## src/rtl/riscv_ahb3_ext_master.sv

```systemverilog
// AHB3-Lite single-transfer master driven by a valid/ready command stream, one in-order response per command.
// Define RISCV_AHB3_MASTER_PIPELINE_EN to overlap the next address phase with the current data phase.
module riscv_ahb3_ext_master #(
  parameter int PLEN = 32,
  parameter int XLEN = 32
) (
  input  logic            clk,
  input  logic            rst,
  input  logic            cmd_valid,
  output logic            cmd_ready,
  input  logic            cmd_write,
  input  logic [PLEN-1:0] cmd_addr,
  input  logic [2:0]      cmd_size,
  input  logic [XLEN-1:0] cmd_wdata,
  output logic            rsp_valid,
  output logic [XLEN-1:0] rsp_rdata,
  output logic            rsp_err,
  output logic            ahb3_hsel_o,
  output logic [PLEN-1:0] ahb3_haddr_o,
  output logic [XLEN-1:0] ahb3_hwdata_o,
  output logic            ahb3_hwrite_o,
  output logic [2:0]      ahb3_hsize_o,
  output logic [2:0]      ahb3_hburst_o,
  output logic [3:0]      ahb3_hprot_o,
  output logic [1:0]      ahb3_htrans_o,
  output logic            ahb3_hmastlock_o,
  input  logic [XLEN-1:0] ahb3_hrdata_i,
  input  logic            ahb3_hready_i,
  input  logic            ahb3_hresp_i
);

  localparam logic [1:0] HTRANS_IDLE   = 2'b00;
  localparam logic [1:0] HTRANS_NONSEQ = 2'b10;

  logic            a_vld;
  logic            a_write;
  logic [PLEN-1:0] a_addr;
  logic [2:0]      a_size;
  logic [XLEN-1:0] a_wdata;
  logic            d_vld;
  logic            d_write;
  logic [XLEN-1:0] d_wdata;
  logic            err_hold;
  logic            addr_done;
  logic            data_done;
  logic            cmd_take;

  // ERROR in the data phase (both E1 and E2) suppresses the pending address phase
  assign err_hold  = d_vld & ahb3_hresp_i;
  assign addr_done = a_vld & ~err_hold & ahb3_hready_i;
  assign data_done = d_vld & ahb3_hready_i;

`ifdef RISCV_AHB3_MASTER_PIPELINE_EN
  logic err_e1;
  assign err_e1    = err_hold & ~ahb3_hready_i;
  assign cmd_ready = (~a_vld | addr_done) & ~err_e1;
`else
  assign cmd_ready = ~a_vld & ~d_vld & ~rsp_valid;
`endif

  assign cmd_take = cmd_valid & cmd_ready;

  always_ff @(posedge clk) begin
    if (rst) begin
      a_vld     <= 1'b0;
      a_write   <= 1'b0;
      a_addr    <= '0;
      a_size    <= '0;
      a_wdata   <= '0;
      d_vld     <= 1'b0;
      d_write   <= 1'b0;
      d_wdata   <= '0;
      rsp_valid <= 1'b0;
      rsp_rdata <= '0;
      rsp_err   <= 1'b0;
    end else begin
      if (cmd_take) begin
        a_vld   <= 1'b1;
        a_write <= cmd_write;
        a_addr  <= cmd_addr;
        a_size  <= cmd_size;
        a_wdata <= cmd_wdata;
      end else if (addr_done) begin
        a_vld <= 1'b0;
      end

      if (addr_done) begin
        d_vld   <= 1'b1;
        d_write <= a_write;
        d_wdata <= a_wdata;
      end else if (data_done) begin
        d_vld <= 1'b0;
      end

      rsp_valid <= data_done;
      rsp_err   <= data_done & ahb3_hresp_i;
      rsp_rdata <= (data_done & ~d_write) ? ahb3_hrdata_i : '0;
    end
  end

  assign ahb3_hsel_o      = a_vld;
  assign ahb3_haddr_o     = a_addr;
  assign ahb3_hwrite_o    = a_write;
  assign ahb3_hsize_o     = a_size;
  assign ahb3_htrans_o    = (a_vld & ~err_hold) ? HTRANS_NONSEQ : HTRANS_IDLE;
  assign ahb3_hwdata_o    = d_wdata;
  assign ahb3_hburst_o    = 3'b000;
  assign ahb3_hprot_o     = 4'b0011;
  assign ahb3_hmastlock_o = 1'b0;

endmodule
```

## config.mk

```make
export PLATFORM = sky130hd
export DESIGN_NAME = riscv_ahb3_ext_master
export DESIGN_NICKNAME = d
export VERILOG_FILES = /design/src/rtl/riscv_ahb3_ext_master.sv
export SDC_FILE = /design/constraint.sdc
export NUM_CORES = 1
export LEC_CHECK = 0
export CAP_MARGIN = 20
export CELL_PAD_IN_SITES_DETAIL_PLACEMENT = 1
export CELL_PAD_IN_SITES_GLOBAL_PLACEMENT = 2
export CORE_ASPECT_RATIO = 2
export CORE_MARGIN = 4
export CORE_UTILIZATION = 25
export DETAILED_ROUTE_END_ITERATION = 16
export PLACE_DENSITY_LB_ADDON = 0.1
export SLEW_MARGIN = 0
export SYNTH_ARGS = -nofsm -noshare
export SYNTH_HDL_FRONTEND = slang
export SYNTH_SLANG_ARGS = --single-unit
```

## constraint.sdc

```tcl
create_clock -name clk -period 3.66 [get_ports clk]
set_input_delay 0.732 -clock clk [delete_from_list [all_inputs] [get_ports clk]]
set_output_delay 0.732 -clock clk [all_outputs]
set_load 0.02 [all_outputs]
```

Yosys cells after proc, flatten, opt, wreduce, memory -nomap -nowiden

Cells that the tools add are included.

Register bits after elaboration: 137
Input port bits: 105
Output and inout bits: 114
Word-level logic and storage cells: 34

Multiplexer cells: 5
Bitwise gates (word level): 15
Reduce and logical (&&, ||, !) cells: 3

Operators with widths:

| kind               | count |
|---|---|
| 1-bit bitwise AND  | 9 |
| 1-bit inverter     | 6 |
| 1-bit 2-to-1 mux   | 4 |
| 2-bit nonzero test | 2 |
| 2-bit 2-to-1 mux   | 1 |
| 2-bit OR reduction | 1 |

Depth between registers and ports, before layout

Gate-level depths: netlist (run 1).

Word-level depth: 6
Depth in mapped cells: 6
Gate-level depth less buffers: 3

Worst setup path after synthesis (run 1)

OpenSTA, ideal clock, no wires.

Path type: input to register
Start: input port ahb3_hresp_i
End: register d_wdata[10] (netlist: ahb3_hwdata_o[10])
Library setup time: 0.126 ns
Arrival time: 1.987 ns
Data required time: 3.534 ns
Setup slack: 1.546 ns
Cell stages on the path: 4
Buffers on the path: 1
Cell sequence: a21boi_0 > nand2_2 > buf_2 > mux2i_1

Longest elaborated chain between the ends: 4

Ends and longest elaborated chain:

| item                           | line | text |
|---|---|---|
| start, declared                | 29   | `input logic ahb3_hresp_i` |
| 1-bit bitwise AND              | 49   | `assign err_hold = d_vld & ahb3_hresp_i;` |
| 1-bit inverter                 | 50   | `assign addr_done = a_vld & ~err_hold & ahb3_hready_i;` |
| 1-bit bitwise AND (2 in a row) | 50   |  |
| end signal, assigned           | 90   | `d_wdata <= a_wdata;` |
| end, declared                  | 42   | `logic [XLEN-1:0] d_wdata;` |

Every way passes these cells.
A chain may end at the register's enable or synchronous reset.

Worst setup path after layout (run 1)

Start: input port ahb3_hresp_i
End: output port ahb3_htrans_o[1]

Longest elaborated chain between the ends: 4

Ends and longest elaborated chain:

| item              | line | text |
|---|---|---|
| 1-bit bitwise AND | 49   |  |
| 1-bit inverter    | 105  | `assign ahb3_htrans_o = (a_vld & ~err_hold) ? HTRANS_NONSEQ : HTRANS_IDLE;` |
| 1-bit bitwise AND | 105  |  |
| 2-bit 2-to-1 mux  | 105  |  |
| end, declared     | 25   | `output logic [1:0] ahb3_htrans_o,` |

Every way passes these cells.

==> results of run 1 <==
-- state kept, by name, summed over array words and instances, names as in the netlist, 3 cells and up --
register       cells
a_wdata           32
ahb3_haddr_o      32
ahb3_hwdata_o     32
rsp_rdata         32
ahb3_hsize_o       3
-- metrics by stage --
| stage | util [%] | cell area (sq um) | total power (uW) | std cells |
|---|---|---|---|---|
| global route | 40.2 | 7750 | 4100 | 999 |
| CTS | 40.2 | 7750 | 3990 | 999 |
| floorplan | - | 4890 | 1910 | 539 |
| detailed placement | 37.0 | 7130 | 2170 | 967 |
| global placement | 37.0 | 7130 | 2160 | 967 |
| finish | 40.2 | 7750 | 3900 | 999 |
-- power by group --
part / total (uW) / internal [uW] / switching, uW
Combinational: 519 / 257 / 262
Clock: 1780 / 1120 / 651
Sequential: 1610 / 1570 / 39.7
-- worst register-to-register path, stage by stage, from the launching register on --
cell and delay (ps):
sky130_fd_sc_hd__dfxtp_1 460, sky130_fd_sc_hd__a21boi_0 180, sky130_fd_sc_hd__nand2_2 490, sky130_fd_sc_hd__buf_4 420, sky130_fd_sc_hd__mux2i_1 250
-- per-layer routing --
| metal | GRT usage (%) | up-vias |
|---|---|---|
| met2 | 24.7 | 146 |
| met3 | 6.22 | 19 |
| met1 | 14.0 | 1958 |
| met4 | 6.31 | 0 |
| li1 | - | 2063 |
| met5 | 0 | - |
-- final cells by class --
cell class / count / area share [%]
Sequential cell: 137 / 35.4
Timing Repair Buffer: 214 / 27.5
Multi-Input combinational cell: 357 / 25.0
Clock buffer: 21 / 6.07
Tap cell: 259 / 4.18
Clock inverter: 11 / 1.86
-- worst paths after layout --
| check | startpoint | endpoint | slack, ps | depth (start not counted) |
|---|---|---|---|---|
| min reg2reg | ahb3_haddr_o[6] | ahb3_haddr_o[6] | 450 | 2 |
| min | ahb3_haddr_o[6] | ahb3_haddr_o[6] | 450 | 2 |
| max reg2reg | d_vld | ahb3_hwdata_o[20] | 1780 | 4 |
| max | ahb3_hresp_i | ahb3_htrans_o[1] | 840 | 3 |
-- logic make-up (layout without fill, tap and decap cells) --
logic type	Yosys count	in the layout	synth area share, %
and+or+nand+nor	244	244	24.5
DFF	137	137	56.4
AOI/OAI and AO/OA	71	71	7.56
buffers and inverters	45	246	4.65
muxes	33	33	6.79
other	2	9	0.154
-- synth_stat cells (all sizes together) --
master / instances
a21boi: 1
a21oi: 69
and2: 33
buf: 18
clkbuf: 27
conb: 2
dfxtp: 137
mux2i: 33
nand2: 138
nand2b: 67
nor2: 1
nor2b: 1
nor3: 2
nor4b: 1
o2bb2ai: 1
or4b: 1
==> reports/results.txt, run 1 <==
Together, buffers and inverters on the worst path number 2. Summed over all nets, the half-perimeter wirelength after detailed placement is 10500 um. The congestion estimate from routability-driven global placement came to 0.681. For the worst setup path, the data required time is 2930 ps.

Data on the critical path arrives at its endpoint at 2090 ps. By area the synthesized netlist is led by sky130_fd_sc_hd__dfxtp_1 56%, sky130_fd_sc_hd__nand2_1 11%, sky130_fd_sc_hd__nand2b_1 8.6%, sky130_fd_sc_hd__a21oi_1 7.1%, sky130_fd_sc_hd__mux2i_1 6.8%. The count of nets left with antenna violations after detail routing is 0. The flow ran to the end, and the final reports show no timing, DRC or antenna violations.

The routed design uses 7850 um of met2 wire. The kind of launch point of the worst setup path is an input pin. The clock reaches the later pin of the worst-skew pair after 420 ps.

The maximum resistive drop on vdd is 0.251 mV. The class of the tightest hold or removal check is reg -> reg. The largest net degree at the start of global routing is 70, and the vias per cell is 4.19. Gates resized during post-CTS repair numbered 0. The biggest area contributor in the post-synthesis netlist is sky130_fd_sc_hd__dfxtp_1.

The register area was 2740 sq um; the share of the synthesized area in the top cell type was 56.4%. Setup slack closes at 835 ps. Relative to the synthesized area, the layout overhead comes to 59.2%. The post-route minimum period was 2820 ps. In this design, the critical path's most frequently occurring cell is sky130_fd_sc_hd__clkdlybuf4s50_1. The multi-input combinational cells in the finished layout cover a total of 1940 sq um.

In this run, distinct cell masters in the synthesized netlist total 19. The detailed-route wire length is 15000 um, and the pre-CTS worst setup slack is 828 ps. Global routing used 14.0% of the available tracks across all layers. The global-route congestion overflow total is 0.

Number of port buffers: 209. Based on the critical path, the design can be clocked at up to 354 MHz. For this design, the CTS-stage hold fixing added 0 buffers. The first global-routing pass estimated 23600 um of wire.

The synthesized netlist cell count was 532; the register clock-pin slew on the reported worst setup and hold paths was 60 ps. The clock buffer count from CTS is 17, and the number of sinks handled by clock tree synthesis is 137. Die span in y: 205 um. In this run the static leakage power is 0.00299 uW. The average instance in the mapped netlist occupies 9.15 sq um. The worst path uses 77.2% of the clock period. In this run the power density over the cells is 503 nW/um^2. The number of rows created at floorplan came out at 72. The library cell used most frequently in the layout, excluding fill and tap cells, is sky130_fd_sc_hd__clkdlybuf4s50_1. Horizontal die dimension: 107 um.

TritonCTS built the clock tree. Dividing the detail-routed wire length by the instance count gives 15.0 um. The tightest hold path in the finished design has a slack of 452 ps.

The number of setup buffers added after CTS was 0. In this run the worst path has a maximum fanout of 2. The highest cell delay on the worst timing path was 660 ps. The clock tree synthesis step divided the H-tree into 4 levels.

The floorplan step defined a core boundary enclosing 19300 sq um. The run gives 4468 as the number of global-route vias before repair. The cell family contributing the most delay on the critical path is buffers and inverters. Setup repair after global routing left no endpoint under its margin. The antenna diode count is 0. Sequential cells were found to cover 56.4% of the synthesized design area. The first-pass iteration count of the detailed router came out at 4. Filler cell count in the final layout: 2285. For this run, the number of Yosys warnings is 0. The final number of max-transition violations came out at 0.

STA classifies the critical path endpoint as a primary output. In the layout the commonest cells are 208 x sky130_fd_sc_hd__clkdlybuf4s50_1, 137 x sky130_fd_sc_hd__nand2_1, 137 x sky130_fd_sc_hd__dfxtp_1. In the routed design, unresolved DRC markers number 0. Summing every instance area after synthesis gives 4870 sq um. Cells with a size suffix above 1 make up 5.68% of the layout. The run gives 1430 um as the detailed route wirelength on metal3. Counting flops and latches in the post-synthesis netlist gives 137. Setup violations remaining at the end of the flow were counted as 0. Between clock sinks in the finished design, the worst skew comes to 5.06 ps. Traced cell by cell, the critical path runs through clkdlybuf4s50_1, a21boi_0, clkdlybuf4s50_1. The number of nets in the finished design came out at 832. The tools report the buffer type at the clock tree root as sky130_fd_sc_hd__clkbuf_16.

The run gives 2 as the buffer depth of the longest clock path. Library cell contributing the largest single delay on the critical path: sky130_fd_sc_hd__clkdlybuf4s50_1. The remaining max-slew budget at the tightest pin is 44.1%, and the number of hold violations in the final report is 0.

The wire length the detailed router placed on met1 is 5390 um, and the number of vias after detailed routing is 4186. The initial standard-cell utilization of the core is 25.2%. Type of the setup path with the least slack: in -> out. For the pin with the worst max-slew slack, the measured transition is 838 ps. The I/O pin total was 219; the count of max-cap constraint violations was 0. The number of antenna violations at the first check in global routing was 0. Top layer used by detailed routing: met4. The logs give 21900 sq um for the area of the die and 0 ps for the final sum of negative setup slack.

For the violation count after the first detailed-routing iteration, the log shows 85.
(Power assumes the default switching activity.)
==> inputs of run 2 (changes only) <==
CORE_UTILIZATION = 23   (was 25)
clock period = 2.7 ns   (was 3.66 ns; I/O delays follow)
==> run 2 against run 1 <==
Worst setup slack got worse by 600 ps. Register-to-register slack got worse by 690 ps. Die area rose by 8.2%. Via count fell by 0.41%. Non-clock buffer count rose by 3. Combinational power rose by 40%. Largest power group is now registers. Count of clock-buffer cells in the layout rose by 6.
==> reports/results.txt, run 2 (same netlist as run 1, synthesis figures left out) <==
The flow ran to the end, and the final reports show no timing, DRC or antenna violations. For the first-pass GRT wire length, the log shows 24000 um (was 23600 um). The number of nets in the finished design was 835 (was 832). The run gives 20900 sq um (was 19300 sq um) as the placeable core region.

The run gives 6.44 ps (was 5.06 ps) as the worst clock skew on the final layout. The required time of the critical path came out at 2160 ps (was 2930 ps). The critical path capture point type was a primary output (unchanged).

The number of setup buffers added after CTS came out at 0 (unchanged). The growth of design area from synthesis to finish is 59.3% (was 59.2%). Critical-path cell list: clkdlybuf4s50_1, a21boi_0, clkdlybuf4s50_1 (unchanged). The clock share of power came out at 42.4% (was 45.5%).

The type of the setup path with the least slack was in -> out (unchanged). Setup repair after global routing left no endpoint under its margin. The run gives 0 ps (unchanged) as the final sum of negative setup slack. The buffer depth of the longest clock path was 2 (unchanged); the final worst-path cycle share was 91.4%. The tools report the maximum resistive drop on vdd as 0.326 mV (was 0.251 mV).

Worst-path maximum fanout: 2 (unchanged). The quantity of hold-fixing buffers added after cts was 0 (unchanged). The buffer type at the clock tree root was sky130_fd_sc_hd__clkbuf_16 (unchanged). The fraction of power spent switching nets was 24.3% (was 24.4%).

The initial standard-cell utilization of the core was 23.3% (was 25.2%). Number of remaining DRC errors: 0 (unchanged). The HPWL reported at the end of detailed placement was 11000 um (was 10500 um). The run gives 15400 um (was 15000 um) as the detailed-route wire length.

The library cell contributing the largest single delay on the critical path was sky130_fd_sc_hd__clkdlybuf4s50_1 (unchanged). The clock buffer count from CTS was 17 (unchanged). The number of antenna violations at the first check in global routing was 0 (unchanged).

The most common cell after layout, fill and taps aside is sky130_fd_sc_hd__clkdlybuf4s50_1 (unchanged). The leakage component of the power is 0.00300 uW (was 0.00299 uW), and the number of sinks handled by clock tree synthesis is 137 (unchanged). The class of the tightest hold or removal check was reg -> reg (unchanged). The area of the die is 23700 sq um (was 21900 sq um), and the cell-internal power is 3820 uW (was 2950 uW). The tools report the largest net degree at the start of global routing as 70 (unchanged). The antenna diode count was 0 (unchanged); the number of global-route vias before repair was 4443 (was 4468).

The violation count after the first detailed-routing iteration was 107 (was 85). TritonCTS built the clock tree. Kind of cell with the highest combined delay on the critical path: buffers and inverters (unchanged).

The overall fraction of global-route tracks in use was 13.0% (was 14.0%). The I/O pin total is 219 (unchanged). The first-pass iteration count of the detailed router was 4 (unchanged); the number of port buffers was 209 (unchanged).

The post-route cell area was 7750 sq um (about the same); the sum of buffers and inverters on the critical path was 2 (unchanged). The average wire per cell in the routed design works out to 15.3 um (was 15.0 um). The reported net switching power is 1230 uW (was 953 uW), and the die span in y is 214 um (was 205 um). The run gives 0 (unchanged) as the number of hold violations in the final report.

The final number of max-transition violations is 0 (unchanged). The number of vias after detailed routing came out at 4169 (was 4186). Top library cells by usage in the layout, fill and taps aside: 208 x sky130_fd_sc_hd__clkdlybuf4s50_1, 137 x sky130_fd_sc_hd__nand2_1, 137 x sky130_fd_sc_hd__dfxtp_1 (unchanged). The global-route congestion overflow total was 0 (unchanged); the highest cell delay on the worst timing path was 670 ps (was 660 ps). The run gives 43.2% (was 41.2%) as the sequential share of power. The post-route minimum period is 2470 ps, and the power density over cell area is 651 nW/um^2 (was 503 nW/um^2). The vias per cell came out at 4.13 (was 4.19).

For the final setup violation count, the log shows 0 (unchanged). The cell type with the highest occurrence count on the critical path is sky130_fd_sc_hd__clkdlybuf4s50_1 (unchanged). The run gives 4 (unchanged) as the maximum level of the CTS H-tree. The register clock-pin slew on the reported worst setup and hold paths is 50 ps (was 60 ps). The horizontal die dimension is 111 um (was 107 um). The data arrival at the endpoint of the critical path is 1930 ps (was 2090 ps), and the final RePlAce weighted congestion is 0.715 (was 0.681). The count of nets left with antenna violations after detail routing was 0 (unchanged); the total cell area at the placement stage was 7210 sq um (was 7130 sq um). The post-cts repair resize count was 0 (unchanged); the power share of the combinational group was 14.4% (was 13.3%). The kind of launch point of the worst setup path is an input pin (unchanged).

The count of max-cap constraint violations was 0 (unchanged); the fraction of final layout cells sized beyond drive strength 1 was 5.41% (was 5.68%). The number of rows created at floorplan was 75 (was 72). The clock latency of the later-clocked register in the worst-skew pair is 400 ps (was 420 ps). For the achievable clock frequency, the log shows 405 MHz.
-- run 2: path summary, 6_finish.rpt --
path	startpoint	end	slack (ps)	cells past startpoint
hold reg to reg	a_wdata[16]	a_wdata[16]	450	2
hold / removal	a_wdata[16]	a_wdata[16]	450	2
setup / recovery	ahb3_hresp_i	ahb3_htrans_o[1]	230	3
setup reg to reg	ahb3_hsel_o	ahb3_hwdata_o[24]	1090	4
-- run 2: power groups by stage --
stage | registers (uW) | logic, uW | clock network [uW]
after CTS | 2180 | 752 | 2240
final | 2180 | 728 | 2140
after floorplan | 2290 | 297 | 0
after detailed placement | 2220 | 749 | 0
after global placement | 2220 | 737 | 0
after global routing | 2190 | 795 | 2320
-- run 2: cell type report --
cell class | count | area (sq um)
Clock buffer | 27 | 533
Sequential cell | 137 | 2740
Clock inverter | 2 | 10.0
Tap cell | 269 | 337
Timing Repair Buffer | 217 | 2190
Multi-Input combinational cell | 357 | 1940
Fill cell | 2410 | 13200
-- run 2: per-layer routing --
layer  up-vias  global-route usage [%]  share of wire (%)
li1       2063                       -                  -
met5         -                       0                  0
met2       136                    24.6                 55
met1      1963                    12.4                 35
met3         7                    5.65                8.5
met4         0                    4.59                1.1
-- run 2: tightest hold or removal path, stage by stage, from the launching register on --
cell	delay, ps
sky130_fd_sc_hd__dfxtp_1	300
sky130_fd_sc_hd__nand2_1	50
sky130_fd_sc_hd__a21oi_1	50
-- run 2: metrics by stage --
step / power (uW) / std cells / utilization (%) / setup slack [ps] / hold WS (ps)
finish: 5040 / 1009 / 37.0 / 232 / 453
global route: 5310 / 1009 / 37.0 / 137 / 472
CTS: 5170 / 1009 / 37.0 / 224 / 455
detailed placement: 2970 / 980 / 34.4 / 231 / 447
global placement: 2950 / 980 / 34.4 / 246 / 443
floorplan: 2580 / 539 / - / 773 / 437
==> inputs of run 3 (changes only) <==
CTS_CLUSTER_SIZE = 30   (was default)
TNS_END_PERCENT = 5   (was default)
==> results of run 3 <==
Final layout, timing and power as in run 2 (identical DEF).
